<file path="config.mk">
export PLATFORM = sky130hd
export DESIGN_NAME = shift_ex_stage
export DESIGN_NICKNAME = d
export VERILOG_FILES = /design/src/rtl/shift_ex_stage_pkg.sv /design/src/rtl/shifter.sv /design/src/rtl/shift_ex_stage.sv
export SDC_FILE = /design/constraint.sdc
export NUM_CORES = 1
export LEC_CHECK = 0
export ABC_AREA = 1
export CORE_MARGIN = 2
export CORE_UTILIZATION = 58
export CTS_CLUSTER_SIZE = 30
export DETAILED_ROUTE_END_ITERATION = 12
export GPL_TIMING_DRIVEN = 0
export PLACE_DENSITY_LB_ADDON = 0.1
export SLEW_MARGIN = 0
export SYNTH_ARGS = -nofsm -noshare
export SYNTH_HDL_FRONTEND = slang
export SYNTH_HIERARCHICAL = 1
export SYNTH_SLANG_ARGS = --single-unit
</file>
<file path="constraint.sdc">
create_clock -name clk -period 3.1 [get_ports clk]
set_input_delay 0.775 -clock clk [delete_from_list [all_inputs] [get_ports clk]]
set_output_delay 0.775 -clock clk [all_outputs]
set_load 0.01 [all_outputs]
</file>
<file path="src/rtl/shift_ex_stage_pkg.sv">
// Shared constants and types for the shift execute stage and its decode-side users.
// Operation encodings and operand widths are fixed by the 16-bit shifter datapath.
package shift_ex_stage_pkg;

    localparam int unsigned OPERAND_WIDTH = 16;
    localparam int unsigned SHAMT_WIDTH   = 4;
    localparam int unsigned TAG_WIDTH     = 3;
    localparam int unsigned OPER_WIDTH    = 2;

    typedef enum logic [OPER_WIDTH-1:0] {
        SHOP_ROL = 2'b00,
        SHOP_SLL = 2'b01,
        SHOP_ROR = 2'b10,
        SHOP_SRL = 2'b11
    } shop_e;

    typedef struct packed {
        logic [OPERAND_WIDTH-1:0] data;
        logic [SHAMT_WIDTH-1:0]   shamt;
        shop_e                    oper;
        logic [TAG_WIDTH-1:0]     tag;
    } s1_op_t;

    typedef struct packed {
        logic [OPERAND_WIDTH-1:0] data;
        logic [TAG_WIDTH-1:0]     tag;
        logic                     zero;
    } res_entry_t;

endpackage

</file>
<file path="src/rtl/shifter.sv">
// 16-bit logarithmic barrel shifter: rotate or logical shift in either direction.
// One stage per shift-amount bit; each stage moves the word by a power of two.
module shifter
    import shift_ex_stage_pkg::*;
(
    input  logic [OPERAND_WIDTH-1:0] In,
    input  logic [SHAMT_WIDTH-1:0]   ShAmt,
    input  logic [OPER_WIDTH-1:0]    Oper,
    output logic [OPERAND_WIDTH-1:0] Out
);

    logic [OPERAND_WIDTH-1:0] w_stage;

    always_comb begin
        w_stage = In;
        for (int i = 0; i < int'(SHAMT_WIDTH); i++) begin
            if (ShAmt[i]) begin
                case (Oper)
                    SHOP_ROL: w_stage = (w_stage << (1 << i)) |
                                        (w_stage >> (OPERAND_WIDTH - (1 << i)));
                    SHOP_SLL: w_stage = w_stage << (1 << i);
                    SHOP_ROR: w_stage = (w_stage >> (1 << i)) |
                                        (w_stage << (OPERAND_WIDTH - (1 << i)));
                    default:  w_stage = w_stage >> (1 << i);
                endcase
            end
        end
    end

    assign Out = w_stage;

endmodule

</file>
<file path="src/rtl/shift_ex_stage.sv">
// Execute stage for shift ops: registers the accepted op, shifts it, and queues tagged
// results in an in-order FIFO for writeback/forwarding.
module shift_ex_stage
    import shift_ex_stage_pkg::*;
#(
    parameter int unsigned FIFO_DEPTH = 3
) (
    input  logic                     clk,
    input  logic                     rst_n,
    input  logic                     flush,
    input  logic                     in_valid,
    output logic                     in_ready,
    input  logic [OPERAND_WIDTH-1:0] in_data,
    input  logic [SHAMT_WIDTH-1:0]   in_shamt,
    input  logic [OPER_WIDTH-1:0]    in_oper,
    input  logic [TAG_WIDTH-1:0]     in_tag,
    output logic                     out_valid,
    input  logic                     out_ready,
    output logic [OPERAND_WIDTH-1:0] out_data,
    output logic [TAG_WIDTH-1:0]     out_tag,
    output logic                     out_zero
);

    localparam int unsigned PTR_W = (FIFO_DEPTH > 1) ? $clog2(FIFO_DEPTH) : 1;
    localparam int unsigned CNT_W = $clog2(FIFO_DEPTH + 1);

    function automatic logic [PTR_W-1:0] ptr_inc(input logic [PTR_W-1:0] ptr);
        return (ptr == PTR_W'(FIFO_DEPTH - 1)) ? '0 : ptr + 1'b1;
    endfunction

    s1_op_t                   r_s1;
    logic                     r_s1_valid;
    res_entry_t               r_fifo [FIFO_DEPTH];
    logic [PTR_W-1:0]         r_wr_ptr;
    logic [PTR_W-1:0]         r_rd_ptr;
    logic [CNT_W-1:0]         r_count;

    logic [CNT_W:0]           w_occupancy;
    logic                     w_accept;
    logic                     w_push;
    logic                     w_pop;
    logic [OPERAND_WIDTH-1:0] w_shift_out;
    res_entry_t               w_head;
    res_entry_t               w_new_entry;

    // Reserving a slot for the op in S1 lets the S1->FIFO write proceed unconditionally.
    assign w_occupancy = {1'b0, r_count} + (CNT_W+1)'(r_s1_valid);
    assign in_ready    = w_occupancy < (CNT_W+1)'(FIFO_DEPTH);
    assign w_accept    = in_valid & in_ready;
    assign w_push      = r_s1_valid;
    assign out_valid   = (r_count != '0);
    assign w_pop       = out_valid & out_ready;

    shifter u_shifter (
        .In    (r_s1.data),
        .ShAmt (r_s1.shamt),
        .Oper  (r_s1.oper),
        .Out   (w_shift_out)
    );

    always_comb begin
        w_new_entry      = '0;
        w_new_entry.data = w_shift_out;
        w_new_entry.tag  = r_s1.tag;
        w_new_entry.zero = (w_shift_out == '0);
    end

    always_ff @(posedge clk or negedge rst_n) begin
        if (!rst_n) begin
            r_s1_valid <= 1'b0;
            r_s1       <= '0;
        end else if (flush) begin
            r_s1_valid <= 1'b0;
        end else begin
            r_s1_valid <= w_accept;
            if (w_accept) begin
                r_s1.data  <= in_data;
                r_s1.shamt <= in_shamt;
                r_s1.oper  <= shop_e'(in_oper);
                r_s1.tag   <= in_tag;
            end
        end
    end

    always_ff @(posedge clk or negedge rst_n) begin
        if (!rst_n) begin
            r_wr_ptr <= '0;
            r_rd_ptr <= '0;
            r_count  <= '0;
        end else if (flush) begin
            r_wr_ptr <= '0;
            r_rd_ptr <= '0;
            r_count  <= '0;
        end else begin
            if (w_push) begin
                r_wr_ptr <= ptr_inc(r_wr_ptr);
            end
            if (w_pop) begin
                r_rd_ptr <= ptr_inc(r_rd_ptr);
            end
            if (w_push && !w_pop) begin
                r_count <= r_count + 1'b1;
            end else if (!w_push && w_pop) begin
                r_count <= r_count - 1'b1;
            end
        end
    end

    // Storage only; validity is tracked by the pointers and count.
    always_ff @(posedge clk) begin
        if (w_push && !flush) begin
            r_fifo[r_wr_ptr] <= w_new_entry;
        end
    end

    assign w_head   = r_fifo[r_rd_ptr];
    assign out_data = out_valid ? w_head.data : '0;
    assign out_tag  = out_valid ? w_head.tag  : '0;
    assign out_zero = out_valid ? w_head.zero : 1'b0;

endmodule

</file>
==> flow_summary.ini, run 1 <==
[status]
status = finished, final reports clean

[placed_design]
io_buffer_count = 51
place_ws_ns = 0.1503
place_hpwl_mm = 10.57
place_congestion = 0.9822
place_area_um2 = 6146
place_inst = 828

[finish]
layout.nets = 761
final_util_pct = 69.39
area_delta_synth_final_pct = 16.64
fin_area_um2 = 6351
drive_gt1_share_pct = 14.44
fillers = 747
num_antenna_cells = 0
fin_cells = 845

[drt]
drc = 0
vias = 4957
wl_per_cell_um = 16.58
drt-total-wl_mm = 14.01
post_drt_via_cell_ratio = 5.866
drtIter0Drc = 380
drtAntennaViolNets = 0
dr.pass1.iters = 5

[power_and_ir_drop]
finalPower_mw = 5.439
power_density_nw_per_um2 = 856.3
max-vdd-ir-drop_uv = 370.0
leakagePower_nw = 2.812

[cts]
cts-root-buf = clkbuf_8
cts_inserted_buffers = 9
cts.clk_slew.worst_paths_ns = 0.11
clock_latency_ns = 0.36
hold_buffers = 0
clock_sinks = 92
htreeDepth = 3
clockBufferDepth = 2
cts_tree = done

[worst_setup_path]
cp_max_fo = 10
required_ns = 2.32
critical_path_arrival_ns = 2.17
start_kind = flop
crit_type = reg -> out
end_kind = output pin

[flow_run]
maxCapViolations = 0

[synth]
synth_warnings = 6
synth_cells = 663
synthesis.nets = 695
synth_top_area_share_pct = 33.09
synth_top_family_by_area = simple AND/OR/NAND/NOR gates
synth-simple-area-share_pct = 40.07
synth_compound_area_share_pct = 4.297
yosysTopAreaCell = edfxtp_1
synth_area_leaders = edfxtp_1 (33%), nand3_1 (16%), nand2_1 (15%), dfrtp_1 (15%), nand3_2 (4.8%)
ys_types = 30
avgSynthCellArea_um2 = 8.213
synthAdderAreaFrac_pct = 0.4596
ys_seq_area_share_pct = 47.79
synth-xor-area-share_pct = 0
synth_mux_area_share_pct = 0
synth-seq-cells = 92
syn_area_um2 = 5445

[floorplan]
row_count = 35
pin_count = 52
fp.dieW_um = 100.9
core_um2 = 9153
initial_core_util_pct = 59.49
chipHeight_um = 100.9
design.die.area_um2 = 10180

[global_route]
grt.total_usage_pct = 28.84
grt_overflow = 0
grt_pass1_wl_mm = 22.77
grt_max_degree = 33
grt_pass1_vias = 4673
antenna_found_initial = 0

[sta]
clock_skew_ns = 0.01229
tightest_slew_ns = 0.9110
setup_slack_ns = 0.1559
rsz0062_at_grt = false
slew_headroom_pct = 38.94
finalWorstPathRequiredPeriod_ns = 2.944
drv_slew = 0
period_share_pct = 94.97
hold_violations = 0
tns_ns = 0
setup_viol = 0
whs_ns = 0.4481
maxClockFrequency_ghz = 0.3397

[hold_path]
hold_path.class = in -> async
-- cell type report --
type | instances | area [um2] | share of cell area [%]
flip-flops and latches | 92 | 2604 | 41.00
clock buffers | 9 | 123.9 | 1.950
clock inverters | 7 | 75.07 | 1.182
well taps | 111 | 138.9 | 2.187
inverters | 36 | 140.1 | 2.206
plain buffers | 38 | 269.0 | 4.236
repair buffers | 55 | 549.3 | 8.649
multi-input cells | 497 | 2451 | 38.59
-- worst paths after layout --
kind                             start      endpoint  slack, ns  depth (start not counted)
max                        r_rd_ptr[0]  out_data[11]       0.16                          6
min                              rst_n       r_s1[4]       0.45                          1
max reg2reg                    r_s1[5]  r_fifo[0][0]       0.57                         13
min reg2reg                    r_s1[6]       r_s1[6]       0.50                          2
max in group asynchronous        rst_n    r_s1_valid       2.16                          1
min in group clk               r_s1[6]       r_s1[6]       0.50                          2
-- cell families after synthesis --
| family | Yosys count |
|---|---|
| adders and majority gates | 2 |
| AOI/OAI and AO/OA | 41 |
| DFF | 92 |
| and+or+nand+nor | 454 |
| buffers and inverters | 74 |
-- worst max-delay path, cell delays in order (launching register included) --
cell and delay (ns):
dfrtp_1 0.43, buf_1 0.45, nand3_1 0.14, nand3_1 0.13, nand2_1 0.06, inv_1 0.06
clkdlybuf4s50_1 0.52
-- cell usage after synthesis, drive strengths merged --
library cell  number
edfxtp            60
dfrtp             32
nand3            202
a21oi              3
buf               27
nand2            224
o211ai             5
or2               15
inv               34
o21ai             29
nor4               4
ha                 2
nor2               8
clkbuf            11
clkinv             2
o22ai              4
nor3               1
-- cells in the final DEF (no fill, tap or decap), types with 2 or more instances in the layout --
| master | instances |
|---|---|
| o22ai_1 | 4 |
| clkbuf_2 | 8 |
| nor2_2 | 2 |
| nand3_2 | 26 |
| nor2_4 | 2 |
| nand3_1 | 176 |
| buf_4 | 6 |
| o21ai_1 | 21 |
| buf_8 | 2 |
| or2_2 | 8 |
| dfrtp_1 | 31 |
| o21ai_0 | 8 |
| clkdlybuf4s50_1 | 49 |
| clkbuf_1 | 4 |
| buf_6 | 11 |
| edfxtp_1 | 60 |
| inv_2 | 4 |
| nor4_1 | 4 |
| a21oi_2 | 3 |
| inv_6 | 2 |
| nand2_1 | 218 |
| inv_8 | 3 |
| ha_1 | 2 |
| clkinv_1 | 2 |
| buf_2 | 7 |
| buf_1 | 5 |
| clkbuf_8 | 9 |
| nand2_2 | 6 |
| nor2_1 | 3 |
| inv_1 | 29 |
| o211ai_1 | 5 |
| or2_1 | 7 |
-- per-layer routing --
| metal | part of all wire (%) | vias to the layer above | global-route usage, % | wire [um] |
|---|---|---|---|---|
| met1 | 41 | 2298 | 36.04 | 5736 |
| met2 | 50 | 222 | 50.82 | 6956 |
| met4 | 2.9 | 0 | 11.43 | 413 |
| met5 | 0 | - | 0 | 0 |
| met3 | 6.5 | 37 | 3.675 | 908 |
| li1 | - | 2400 | - | - |
-- sequential cells by signal (all words and copies together) (netlist names) --
name        cells
r_fifo         60
r_s1           25
r_count         2
r_rd_ptr        2
r_wr_ptr        2
r_s1_valid      1
-- report_power, final --
part           internal [mW]  leakage, nW  switching, mW
clock network          0.320       0.0985          0.485
logic                   1.02         1.76           1.79
registers               1.63        0.952          0.186
total                   2.98         2.81           2.46
-- repair_timing --
item | CTS | global route
endpoints found under the setup margin | 1 | 16
setup buffers | 1 | 0
gates resized for setup | 2 | 14
No activity file was read; power rests on OpenSTA's default activity.
==> run 2, diff against run 1 <==
--- a/config.mk
+++ b/config.mk
@@ -7,7 +7,7 @@
 export LEC_CHECK = 0
 export ABC_AREA = 1
 export CORE_MARGIN = 2
-export CORE_UTILIZATION = 58
+export CORE_UTILIZATION = 60
 export CTS_CLUSTER_SIZE = 30
 export DETAILED_ROUTE_END_ITERATION = 12
 export GPL_TIMING_DRIVEN = 0
==> constraint.sdc (replaced) <==
create_clock -name clk -period 3.7 [get_ports clk]
set_input_delay 0.925 -clock clk [delete_from_list [all_inputs] [get_ports clk]]
set_output_delay 0.925 -clock clk [all_outputs]
set_load 0.01 [all_outputs]
==> flow_summary.ini, run 2 (synthesized netlist as in run 1, its figures left out) <==
[status]
status = finished, final reports clean

[worst_setup_path]
required_ns = 2.77
slowest_delay_ns = 0.53
crit_type = reg -> out
cp_max_fo = 10
start_kind = flop
critical_path_arrival_ns = 2.66
end_kind = output pin
slowest_stage = clkdlybuf4s50_1
path_delay_family = buffers and inverters
worst-path-buf-inv = 5
crit_chain = ha_1 > ha_1 > nand2_1 > inv_1 > or2_1 > buf_6 > buf_2 > inv_1 > clkdlybuf4s50_1

[sta]
maxClockFrequency_ghz = 0.2786
setup_slack_ns = 0.1102
slew_headroom_pct = 53.80
period_share_pct = 97.02
rsz0062_at_grt = false
hold_violations = 0
drv_slew = 0
setup_viol = 0
tightest_slew_ns = 0.6930
finalWorstPathRequiredPeriod_ns = 3.590
clock_skew_ns = 0.02430

[drt]
wl_met3_um = 986
drc = 0
highest_layer = met4
wl_met2_mm = 7.549
post_drt_via_cell_ratio = 5.979
vias = 5034
drtAntennaViolNets = 0
drt-total-wl_mm = 14.68
wl_per_cell_um = 17.44
drtIter0Drc = 316
m1WireLength_mm = 5.731
dr.pass1.iters = 7

[finish]
drive_gt1_share_pct = 13.35
largest_registers = r_fifo: 60 flops, r_s1: 25 flops
fin_area_um2 = 6349
final_common_cell = nand2_1
layout.nets = 761
num_antenna_cells = 0
area_delta_synth_final_pct = 16.59
largest_reg_flops = 60
top_register = r_fifo
final_cell_mix = nand2_1 (218), nand3_1 (176), edfxtp_1 (60)

[global_route]
grt_overflow = 0
antenna_found_initial = 0
grt_pass1_wl_mm = 24.53
grt_pass1_vias = 5039
grt_max_degree = 33
grt.total_usage_pct = 31.47

[hold_path]
hold_path.class = reg -> reg

[floorplan]
pin_count = 52
fp.dieW_um = 99.27
initial_core_util_pct = 62.14
chipHeight_um = 99.27
design.die.area_um2 = 9854
core_um2 = 8763
row_count = 34

[cts]
clock_sinks = 92
clockBufferDepth = 2
cts_setup_buffers = 0
htreeDepth = 3
cts-root-buf = clkbuf_8
cts.clk_slew.worst_paths_ns = 0.12
cts_inserted_buffers = 9
clock_latency_ns = 0.37
hold_buffers = 0
cts_tree = done
post_cts_resized = 0

[power_and_ir_drop]
leakagePower_nw = 2.803
finalPower_mw = 4.564
power_density_nw_per_um2 = 719.0
max-vdd-ir-drop_uv = 426.3

[placed_design]
place_ws_ns = 0.5584
io_buffer_count = 51
place_congestion = 1.015
place_area_um2 = 6153
place_hpwl_mm = 11.20

[flow_run]
maxCapViolations = 0
[run 2: cell types whose count changed in the layout (fill, tap and decap cells not counted), sizes merged]
cell and change:
clkinv +2, clkbuf -1, clkdlybuf4s50 +1, clkinvlp -1, inv -1
[run 2: layout make-up]
type,instances,area (um2)
fillers,650,2415
flip-flops and latches,92,2603
multi-input cells,497,2451
well taps,108,135.1
clock buffers,9,123.9
inverters,36,140.1
clock inverters,7,76.32
plain buffers,38,261.5
repair buffers,55,558.0
[run 2: final timing paths]
path	slack (ns)	startpoint	cells past startpoint	endpoint
setup / recovery	0.11	r_s1_valid	9	in_ready
hold / removal	0.49	r_s1[7]	2	r_s1[7]
setup reg to reg	1.25	r_s1[5]	11	r_fifo[0][0]
hold reg to reg	0.49	r_s1[7]	2	r_s1[7]
max in group asynchronous	2.66	rst_n	1	r_s1[8]
min in group asynchronous	0.59	rst_n	1	r_wr_ptr[1]
[run 2: per-stage QoR]
step | setup TNS [ns] | utilization (%) | cells | hold WS (ns)
after floorplan | 0 | - | 663 | 0.4450
after global placement | -9.842 | 69.50 | 822 | 0.4665
after detailed placement | 0 | 70.22 | 826 | 0.4640
after CTS | 0 | 72.50 | 842 | 0.4879
after global routing | 0 | 72.44 | 842 | 0.5240
final | 0 | 72.44 | 842 | 0.4856
[run 2: report_power, final]
group | total [mW] | internal, mW | switching (mW)
sequential | 1.52 | 1.37 | 0.150
combinational | 2.37 | 0.858 | 1.52
clock | 0.672 | 0.268 | 0.404
[run 2: per-layer routing]
layer | GRT usage, % | vias to the layer above
li1 | - | 2398
met1 | 39.98 | 2362
met2 | 54.73 | 233
met3 | 4.568 | 41
met4 | 11.91 | 0
met5 | 0 | -
[run 2: worst min-delay path, cell delays in order (launching register included)]
cell and delay (ns):
dfrtp_1 0.35, o21ai_1 0.06, nand2_1 0.05
